`src/rtl/lsu_arb_pkg.sv`:
```
// Shared types for the two-port LSU arbiter: FSM state, port ids and the request bundle.
package lsu_arb_pkg;

    typedef enum logic {
        ARB_IDLE = 1'b0,
        ARB_WAIT = 1'b1
    } arb_state_e;

    localparam logic PORT_CORE = 1'b0;
    localparam logic PORT_DBG  = 1'b1;

    localparam int REQ_ADDR_W = 32;
    localparam int REQ_DATA_W = 32;

    typedef struct packed {
        logic                  we;
        logic [REQ_ADDR_W-1:0] addr;
        logic [REQ_DATA_W-1:0] wdata;
        logic [2:0]            func3;
    } req_t;

    function automatic logic [1:0] port_onehot(input logic port);
        return port ? 2'b10 : 2'b01;
    endfunction

endpackage

```
`src/rtl/lsu_arb_starve_ctr.sv`:
```
// Saturating wait counter for the debug port; o_force rises once it has waited MAX_WAIT cycles.
module lsu_arb_starve_ctr #(
    parameter int MAX_WAIT = 8
) (
    input  logic i_clk,
    input  logic i_rst,
    input  logic i_vld,
    input  logic i_grant,
    output logic o_force
);

    localparam int CW = (MAX_WAIT < 1) ? 1 : $clog2(MAX_WAIT + 1);

    logic [CW-1:0] cnt_q, cnt_d;

    always_comb begin
        cnt_d = cnt_q;
        if (!i_vld || i_grant) begin
            cnt_d = '0;
        end else if (cnt_q != CW'(MAX_WAIT)) begin
            cnt_d = cnt_q + 1'b1;
        end
    end

    always_ff @(posedge i_clk or posedge i_rst) begin
        if (i_rst) begin
            cnt_q <= '0;
        end else begin
            cnt_q <= cnt_d;
        end
    end

    assign o_force = (cnt_q == CW'(MAX_WAIT));

endmodule

```
`src/rtl/lsu_port_arbiter.sv`:
```
// Two-requester arbiter in front of the LSU data port: fixed priority for the core with a
// starvation-forced grant for the debug port. Optional counters under LSU_ARB_PERF_EN.
module lsu_port_arbiter
    import lsu_arb_pkg::*;
#(
    parameter int ADDR_W   = 32,
    parameter int DATA_W   = 32,
    parameter int RD_LAT   = 1,
    parameter int MAX_WAIT = 8
) (
    input  logic                  i_clk,
    input  logic                  i_rst,
    input  logic [1:0]            i_req_vld,
    input  logic [1:0]            i_req_we,
    input  logic [2*ADDR_W-1:0]   i_req_addr,
    input  logic [2*DATA_W-1:0]   i_req_wdata,
    input  logic [5:0]            i_req_func3,
    output logic [1:0]            o_req_rdy,
    output logic [1:0]            o_rsp_vld,
    output logic [DATA_W-1:0]     o_rsp_rdata,
    output logic [ADDR_W-1:0]     o_lsu_addr,
    output logic [DATA_W-1:0]     o_lsu_wdata,
    output logic                  o_lsu_wren,
    output logic [2:0]            o_lsu_func3,
    input  logic [DATA_W-1:0]     i_lsu_rdata,
`ifdef LSU_ARB_PERF_EN
    output logic [31:0]           o_perf_grant0,
    output logic [31:0]           o_perf_grant1,
    output logic [31:0]           o_perf_forced,
`endif
    output logic                  o_busy
);

    localparam int LW = (RD_LAT <= 2) ? 1 : $clog2(RD_LAT);

    arb_state_e        state_q, state_d;
    logic [LW-1:0]     lat_q, lat_d;
    logic              owner_q, owner_d;
    logic [ADDR_W-1:0] own_addr_q, own_addr_d;
    logic [2:0]        own_func3_q, own_func3_d;
    logic [1:0]        rsp_vld_q, rsp_vld_d;
    logic [DATA_W-1:0] rsp_rdata_q, rsp_rdata_d;

    req_t req_s [2];
    req_t win_req;
    logic win;
    logic starve_force;
    logic accept_ok;
    logic accept;

    genvar gi;
    generate
        for (gi = 0; gi < 2; gi++) begin : g_port
            assign req_s[gi] = '{
                we:    i_req_we[gi],
                addr:  REQ_ADDR_W'(i_req_addr[gi*ADDR_W +: ADDR_W]),
                wdata: REQ_DATA_W'(i_req_wdata[gi*DATA_W +: DATA_W]),
                func3: i_req_func3[gi*3 +: 3]
            };
            assign o_req_rdy[gi] = accept_ok && (win == 1'(gi));
        end
    endgenerate

    lsu_arb_starve_ctr #(
        .MAX_WAIT (MAX_WAIT)
    ) u_starve (
        .i_clk   (i_clk),
        .i_rst   (i_rst),
        .i_vld   (i_req_vld[PORT_DBG]),
        .i_grant (accept && (win == PORT_DBG)),
        .o_force (starve_force)
    );

    // Gating with i_rst keeps every output low while reset is held, including ready.
    assign accept_ok = (state_q == ARB_IDLE) && !i_rst;
    assign win       = (starve_force && i_req_vld[PORT_DBG]) ? PORT_DBG :
                       (i_req_vld[PORT_CORE] ? PORT_CORE : PORT_DBG);
    assign win_req   = req_s[win];
    assign accept    = accept_ok && i_req_vld[win];

    always_comb begin
        o_lsu_addr  = '0;
        o_lsu_wdata = '0;
        o_lsu_wren  = 1'b0;
        o_lsu_func3 = '0;
        if (accept) begin
            o_lsu_addr  = win_req.addr[ADDR_W-1:0];
            o_lsu_wdata = win_req.wdata[DATA_W-1:0];
            o_lsu_wren  = win_req.we;
            o_lsu_func3 = win_req.func3;
        end else if (state_q == ARB_WAIT) begin
            o_lsu_addr  = own_addr_q;
            o_lsu_func3 = own_func3_q;
        end
    end

    always_comb begin
        state_d     = state_q;
        lat_d       = lat_q;
        owner_d     = owner_q;
        own_addr_d  = own_addr_q;
        own_func3_d = own_func3_q;
        rsp_vld_d   = '0;
        rsp_rdata_d = '0;
        if (state_q == ARB_IDLE) begin
            if (accept) begin
                if (win_req.we) begin
                    rsp_vld_d = port_onehot(win);
                end else begin
                    state_d     = ARB_WAIT;
                    lat_d       = LW'(RD_LAT - 1);
                    owner_d     = win;
                    own_addr_d  = win_req.addr[ADDR_W-1:0];
                    own_func3_d = win_req.func3;
                end
            end
        end else begin
            // Load data is valid in the last WAIT cycle; the response is the registered copy.
            if (lat_q == '0) begin
                rsp_vld_d   = port_onehot(owner_q);
                rsp_rdata_d = i_lsu_rdata;
                state_d     = ARB_IDLE;
            end else begin
                lat_d = lat_q - 1'b1;
            end
        end
    end

    always_ff @(posedge i_clk or posedge i_rst) begin
        if (i_rst) begin
            state_q     <= ARB_IDLE;
            lat_q       <= '0;
            owner_q     <= 1'b0;
            own_addr_q  <= '0;
            own_func3_q <= '0;
            rsp_vld_q   <= '0;
            rsp_rdata_q <= '0;
        end else begin
            state_q     <= state_d;
            lat_q       <= lat_d;
            owner_q     <= owner_d;
            own_addr_q  <= own_addr_d;
            own_func3_q <= own_func3_d;
            rsp_vld_q   <= rsp_vld_d;
            rsp_rdata_q <= rsp_rdata_d;
        end
    end

    assign o_rsp_vld   = rsp_vld_q;
    assign o_rsp_rdata = rsp_rdata_q;
    assign o_busy      = (state_q == ARB_WAIT);

`ifdef LSU_ARB_PERF_EN
    logic [31:0] perf_g0_q, perf_g0_d;
    logic [31:0] perf_g1_q, perf_g1_d;
    logic [31:0] perf_forced_q, perf_forced_d;

    always_comb begin
        perf_g0_d     = perf_g0_q;
        perf_g1_d     = perf_g1_q;
        perf_forced_d = perf_forced_q;
        if (accept && (win == PORT_CORE)) begin
            perf_g0_d = perf_g0_q + 32'd1;
        end
        if (accept && (win == PORT_DBG)) begin
            perf_g1_d = perf_g1_q + 32'd1;
            if (starve_force) begin
                perf_forced_d = perf_forced_q + 32'd1;
            end
        end
    end

    always_ff @(posedge i_clk or posedge i_rst) begin
        if (i_rst) begin
            perf_g0_q     <= '0;
            perf_g1_q     <= '0;
            perf_forced_q <= '0;
        end else begin
            perf_g0_q     <= perf_g0_d;
            perf_g1_q     <= perf_g1_d;
            perf_forced_q <= perf_forced_d;
        end
    end

    assign o_perf_grant0 = perf_g0_q;
    assign o_perf_grant1 = perf_g1_q;
    assign o_perf_forced = perf_forced_q;
`endif

endmodule
```
`config.mk`:
```
export PLATFORM = sky130hd
export DESIGN_NAME = lsu_port_arbiter
export DESIGN_NICKNAME = d
export VERILOG_FILES = /design/src/rtl/lsu_arb_pkg.sv /design/src/rtl/lsu_arb_starve_ctr.sv /design/src/rtl/lsu_port_arbiter.sv
export SDC_FILE = /design/constraint.sdc
export NUM_CORES = 1
export LEC_CHECK = 0
export ABC_AREA = 1
export ABC_CLOCK_PERIOD_IN_PS = 2600
export BUFFER_PORTS_ARGS = -buffer_cell sky130_fd_sc_hd__buf_4
export CAP_MARGIN = 20
export CORE_UTILIZATION = 39
export CTS_CLUSTER_SIZE = 40
export DETAILED_ROUTE_END_ITERATION = 12
export GPL_TIMING_DRIVEN = 0
export PLACE_DENSITY_LB_ADDON = 0.12
export SLEW_MARGIN = 5
export SYNTH_ARGS = -nofsm -noshare
export SYNTH_HDL_FRONTEND = slang
export SYNTH_SLANG_ARGS = --single-unit
```
`constraint.sdc`:
```
create_clock -name i_clk -period 2.6 [get_ports i_clk]
set_clock_uncertainty 0.2 [all_clocks]
set_input_delay 0.39 -clock i_clk [delete_from_list [all_inputs] [get_ports i_clk]]
set_output_delay 0.39 -clock i_clk [all_outputs]
set_load 0.02 [all_outputs]
```
## Yosys cells after proc, flatten, opt, wreduce, memory -nomap -nowiden

Index checks and enable logic that the tools add are counted.

| storage, ports and cells | value |
|---|---|
| register bits | 76 |
| bits in latches | 0 |
| RAM bits | 0 |
| memory bits (read-only) | 0 |
| logic and storage cells | 63 |
| memories kept | 0 |

| operators by class | value |
|---|---|
| add/sub/neg operators | 2 |
| multipliers | 0 |
| div/mod/pow operators | 0 |
| order comparisons | 2 |
| eq/ne operators | 3 |
| shift-type cells | 0 |
| mux-type cells | 31 |
| bitwise operators | 4 |
| reduce and logical (&&, ||, !) cells | 13 |

Operators with widths:

| kind | count |
|---|---|
| $mux W68 | 3 |
| $mux W32 | 5 |
| $mux W1 | 13 |
| $mux W2 | 6 |
| $mux W4 | 2 |
| $logic_and A1 B1 Y1 | 6 |
| $mux W3 | 2 |
| $add A4 B1 Y4 const B | 1 |
| $eq A4 B4 Y1 const B | 1 |
| $ne A4 B4 Y1 const B | 1 |
| $reduce_bool A2 Y1 | 2 |
| $not A1 Y1 | 3 |
| $reduce_and A3 Y1 | 1 |
| $ge A2 B2 Y1 const B | 1 |
| $logic_not A1 Y1 | 2 |
| $lt A1 B2 Y1 const B | 1 |
| $ne A2 B2 Y1 const B | 1 |
| $not A1 Y2 | 1 |
| $reduce_and A2 Y1 | 1 |
| $logic_or A1 B1 Y1 | 1 |
| $sub A1 B1 Y1 const B | 1 |

## Longest topological paths before layout

| depth | value |
|---|---|
| word-level depth | 10 |
| depth in mapped cells | 9 |
| depth with buffers taken out | 8 |

## By module

From an unflattened synthesis, not the netlist that was laid out.

| unflattened totals | value |
|---|---|
| cells, all modules | 648 |
| area total of the unflattened synthesis | 4354.2 sq um |

Modules (own cells, without submodules):

| module | times used | cells each | area each (sq um) | sequential area each (sq um) |
|---|---|---|---|---|
| lsu_port_arbiter | 1 | 617 | 4107.7 | 1776.7 |
| lsu_arb_starve_ctr | 1 | 31 | 246.5 | 100.1 |

## Least setup slack after synthesis

No wires, ideal clock.

| path | value |
|---|---|
| path type | flip-flop to output port |
| from | register u_starve.cnt_q[0] |
| to | output o_lsu_wren |
| arrival time | 1557 ps |
| path slack | 453 ps |
| stages on the path, launching flop included | 9 |
| path buffers | 2 |
| cell sequence | dfrtp_1 inv_1 ha_1 nand4_2 buf_6 nand3b_2 nand2_4 buf_4 nor2_1 |

| between the ends | value |
|---|---|
| cells in the longest elaborated chain, start to end | 8 |
| elaborated cells on any way between the ends | 11 |
| classes of those cells | eq/ne (1); mux (7); bitwise (1); reduce/logical (2) |

RTL lines:

| item | line | text |
|---|---|---|
| from (decl) | lsu_arb_starve_ctr.sv:14 | `logic [CW-1:0] cnt_q, cnt_d;` |
| from (signal assigned) | lsu_arb_starve_ctr.sv:29 | `cnt_q <= cnt_d;` |
| $eq A4 B4 Y1 (*) | lsu_arb_starve_ctr.sv:33 | `assign o_force = (cnt_q == CW'(MAX_WAIT));` |
| $logic_and A1 B1 Y1 (*) | lsu_port_arbiter.sv:76 | `assign win = (starve_force && i_req_vld[PORT_DBG]) ? PORT_DBG :` |
| $mux W1 (*) | lsu_port_arbiter.sv:76 |  |
| $not A1 Y2 (implied by the code) | lsu_port_arbiter.sv:78 | `assign win_req = req_s[win];` |
| $mux W68 (implied by the code) (3 in series) | lsu_port_arbiter.sv:78 |  |
| $mux W1 (*) | lsu_port_arbiter.sv:86 | `if (accept) begin` |
| to (decl) | lsu_port_arbiter.sv:23 | `output logic o_lsu_wren,` |

Every way passes the cells marked *; elsewhere a longest branch is shown, timed or not. The select of a mux whose other input is x is not followed.

## Worst setup path in the final report

| path | value |
|---|---|
| from | register u_starve.cnt_q[1] |
| to | output o_lsu_wren |

The elaborated chain is that of the path after synthesis.

==> insert_results.sql <==
INSERT INTO impl_metrics (metric_group, metric, value, unit) VALUES
('die', 'die_w', '108', 'um'),
('worst_setup_path', 'cp_slowest_cell', 'sky130_fd_sc_hd__dfrtp_1', ''),
('cells_and_area', 'flow.area_growth_from_synthesis', '60.2', '%'),
('timing', 'max_clock_freq', '399', 'MHz'),
('die', 'rows', '38', ''),
('hold_path', 'hold_depth', '3', ''),
('clock_network', 'tritoncts.num_buffers', '9', ''),
('die', 'design.core.area', '10800', 'um^2'),
('die', 'io_pins', '277', ''),
('cells_and_area', 'multi_input_comb_area', '2090', 'um^2'),
('cells_and_area', 'diodes', '0', ''),
('clock_network', 'clkSlewWorstSetupHoldPaths', '0.09', 'ns'),
('drt', 'routed_wirelength', '15100', 'um'),
('yosys', 'synth_xor_area_share', '0.402', '%'),
('power_and_ir_drop', 'leakage', '4.25', 'nW'),
('drt', 'drt-vias-per-instance', '4.80', ''),
('clock_network', 'cts.htree.levels', '3', ''),
('hold_path', 'hold_start', 'i_lsu_rdata[11]', ''),
('worst_setup_path', 'critPathMaxFanout', '19', ''),
('global_route', 'grt_pass1_wl', '23600', 'um'),
('die', 'initial_util', '40.2', '%'),
('timing', 'slew_headroom', '65.3', '%'),
('yosys', 'distinct_cells_synth', '26', ''),
('placed_design', 'postPlaceCellArea', '6630', 'um^2'),
('timing', 'post-route-period-util', '96.5', '%'),
('yosys', 'synthMuxAreaShare', '0', '%'),
('cells_and_area', 'utilization', '64.4', '%'),
('yosys', 'synthCells', '640', ''),
('yosys', 'number_of_register_bits_inferred_by_synthesis', '75', ''),
('yosys', 'synth-simple-area-share', '41.9', '%'),
('timing', 'hold_violations', '0', ''),
('yosys', 'syn_area', '4360', 'um^2'),
('timing', 'rsz0062_at_grt', 'true', ''),
('worst_setup_path', 'cp.arrival', '1.92', 'ns'),
('timing', 'period_needed', '2.51', 'ns'),
('worst_setup_path', 'critical_path.reg2reg.endpoint', 'own_func3_q[0]$_DFFE_PP0P_', ''),
('hold_path', 'hold_path.class', 'in -> reg', ''),
('drt', 'route.antenna.remaining_nets', '0', ''),
('placed_design', 'numPortBuffers', '276', ''),
('worst_setup_path', 'cp_slowest_stage_delay', '0.42', 'ns'),
('worst_setup_path', 'reg2reg_depth', '11', ''),
('global_route', 'overflow', '0', ''),
('drt', 'drt_iter0_markers', '327', ''),
('yosys', 'synthesized_net_count', '814', ''),
('cells_and_area', 'final-seq-area', '1880', 'um^2'),
('placed_design', 'place_congestion', '0.851', ''),
('die', 'fp.dieArea', '11600', 'um^2'),
('clock_network', 'clkLatencyLatePin', '0.35', 'ns'),
('clock_network', 'clockRootBuffer', 'sky130_fd_sc_hd__clkbuf_8', ''),
('global_route', 'gr-usage-all-layers', '26.2', '%'),
('yosys', 'synth_compound_gate_area_share', '4.34', '%'),
('worst_setup_path', 'setup.worst_path.start_class', 'flop', ''),
('timing', 'setup_violations', '0', ''),
('cells_and_area', 'final_cell_area', '6980', 'um^2'),
('drt', 'vias', '5186', ''),
('global_route', 'grt_pass1_vias', '5011', ''),
('power_and_ir_drop', 'p_per_area', '473', 'nW/um^2'),
('cells_and_area', 'finish.net_count', '1109', ''),
('yosys', 'synthesis.yosys.warnings', '0', ''),
('worst_setup_path', 'crit_chain', 'inv_2 -> ha_4 -> nand4_4 -> buf_8 -> buf_12 -> nand3b_2 -> nand2_8 -> nor2_1 -> buf_4', ''),
('yosys', 'proportion_of_synthesized_chip_area_in_sequential_cells', '43.1', '%'),
('placed_design', 'detailed_place_hpwl', '11500', 'um'),
('outcome', 'status', 'finished, final reports clean', ''),
('worst_setup_path', 'r2r_setup_slack', '0.59', 'ns'),
('cells_and_area', 'fillCellCount', '963', ''),
('clock_network', 'clock_sinks', '75', ''),
('hold_path', 'hold_end', 'o_rsp_rdata[11]$_DFF_PP0_', ''),
('timing', 'tightestPinTransition', '0.521', 'ns'),
('flow_run', 'max-cap-violations', '0', ''),
('worst_setup_path', 'required', '2.01', 'ns'),
('global_route', 'grt_start_max_net_pins', '39', '');
-- kinds of logic (layout without fill, tap and decap cells) --
logic type	after synthesis	count (layout)
AOI/OAI and AO/OA	37	37
xor gates and xnor gates	2	2
adders and majority gates	2	2
buffers and inverters	87	387
DFF	75	75
and+or+nand+nor	437	437
-- power breakdown --
part           switching (mW)  leakage [nW]  internal (mW)  total [mW]
registers              0.0746         0.992           1.30        1.38
clock network           0.463        0.0852          0.343       0.806
logic                   0.602          3.17          0.512        1.11
-- layer usage --
| layer | routed length (um) | share of wire (%) | up-vias | GRT usage (%) |
|---|---|---|---|---|
| met2 | 7470 | 49 | 258 | 46.4 |
| met4 | 389 | 2.6 | 0 | 10.8 |
| met3 | 1500 | 9.9 | 36 | 7.08 |
| met1 | 5780 | 38 | 2339 | 29.6 |
| met5 | 0 | 0 | - | 0 |
| li1 | - | - | 2553 | - |
-- critical path, delay by kind of cell (launching register included) --
kind / cells / cell delay [ns]
buffers and inverters: 4 / 0.53
and+or+nand+nor: 4 / 0.48
adders and majority gates: 1 / 0.14
DFF: 1 / 0.42
-- flip-flops by register name (all words and copies together), names as in the netlist --
register,cells
o_rsp_rdata,32
own_addr_q,32
u_starve.cnt_q,4
own_func3_q,3
o_rsp_vld,2
o_busy,1
owner_q,1
-- synth_stat cells --
master / number / area, um^2
sky130_fd_sc_hd__nand2_1: 279 / 1050
sky130_fd_sc_hd__dfrtp_1: 75 / 1880
sky130_fd_sc_hd__nand3_1: 73 / 365
sky130_fd_sc_hd__nor2_1: 67 / 251
sky130_fd_sc_hd__inv_1: 42 / 158
sky130_fd_sc_hd__o21ai_0: 26 / 130
sky130_fd_sc_hd__buf_2: 20 / 100
sky130_fd_sc_hd__buf_4: 11 / 82.6
sky130_fd_sc_hd__nand2_2: 9 / 56.3
sky130_fd_sc_hd__o21ai_1: 9 / 45.0
sky130_fd_sc_hd__clkbuf_1: 6 / 22.5
sky130_fd_sc_hd__buf_6: 4 / 45.0
sky130_fd_sc_hd__buf_1: 2 / 7.51
sky130_fd_sc_hd__ha_1: 2 / 25.0
sky130_fd_sc_hd__inv_2: 2 / 7.51
sky130_fd_sc_hd__nand2_4: 2 / 22.5
sky130_fd_sc_hd__nand3_4: 2 / 35.0
sky130_fd_sc_hd__a21oi_1: 1 / 5.00
sky130_fd_sc_hd__nand3b_2: 1 / 11.3
sky130_fd_sc_hd__nand4_1: 1 / 6.26
sky130_fd_sc_hd__nand4_2: 1 / 12.5
sky130_fd_sc_hd__nor2_4: 1 / 11.3
sky130_fd_sc_hd__nor3_1: 1 / 5.00
sky130_fd_sc_hd__o21ai_2: 1 / 8.76
sky130_fd_sc_hd__xnor2_1: 1 / 8.76
sky130_fd_sc_hd__xor2_1: 1 / 8.76
-- through the flow --
stage	setup WS, ns	hold slack, ns	TNS, ns	instances
2_1_floorplan	0.100	0.249	0	640
3_3_place_gp	-0.888	0.262	-66.42	1056
3_5_place_dp	0.252	0.265	0	1057
4_1_cts	-0.0135	0.00539	-0.0367	1075
5_1_grt	-0.0113	0.0119	-0.0434	1080
6_report	0.0921	0.0182	0	1080
-- cell type report --
| type | instances | share of cell area, % |
|---|---|---|
| Buffer | 42 | 4.66 |
| Clock buffer | 9 | 1.78 |
| Clock inverter | 7 | 0.628 |
| Inverter | 44 | 2.40 |
| Multi-Input combinational cell | 478 | 30.0 |
| Sequential cell | 75 | 26.9 |
| Tap cell | 140 | 2.51 |
| Timing Repair Buffer | 285 | 31.1 |
-- placed cells by master, fill, tap and decap left out, types with 10 or more instances in the layout --
master	n
sky130_fd_sc_hd__nand2_1	278
sky130_fd_sc_hd__nor2_1	67
sky130_fd_sc_hd__nand3_1	72
sky130_fd_sc_hd__inv_1	39
sky130_fd_sc_hd__buf_6	11
sky130_fd_sc_hd__o21ai_0	26
sky130_fd_sc_hd__dfrtp_1	75
sky130_fd_sc_hd__nand2_2	10
sky130_fd_sc_hd__buf_4	293
-- worst max path at each step --
stage	startpoint	endpoint	slack [ns]	cells after the start
floorplan	i_rst	o_busy$_DFF_PP0_	0.10	1
CTS	u_starve.cnt_q[1]$_DFFE_PP0P_	o_lsu_addr[15]	-0.01	10
global placement	i_rst	o_rsp_rdata[25]$_DFF_PP0_	-0.89	2
finish	u_starve.cnt_q[1]$_DFFE_PP0P_	o_lsu_wren	0.09	9
global route	o_busy$_DFF_PP0_	o_lsu_addr[27]	-0.01	9
detailed placement	u_starve.cnt_q[0]$_DFFE_PP0P_	o_lsu_addr[27]	0.25	10
-- what timing repair did --
| action | 4_1_cts | 5_1_grt |
|---|---|---|
| buffers inserted | 2 | 5 |
| resized for setup | 12 | 34 |
| pin swaps | 0 | 4 |
| endpoints found under the hold margin | 37 | 0 |
| hold buffers | 1 | 0 |
| setup endpoints to repair | 65 | 67 |
No activity file was read; power rests on OpenSTA's default activity.
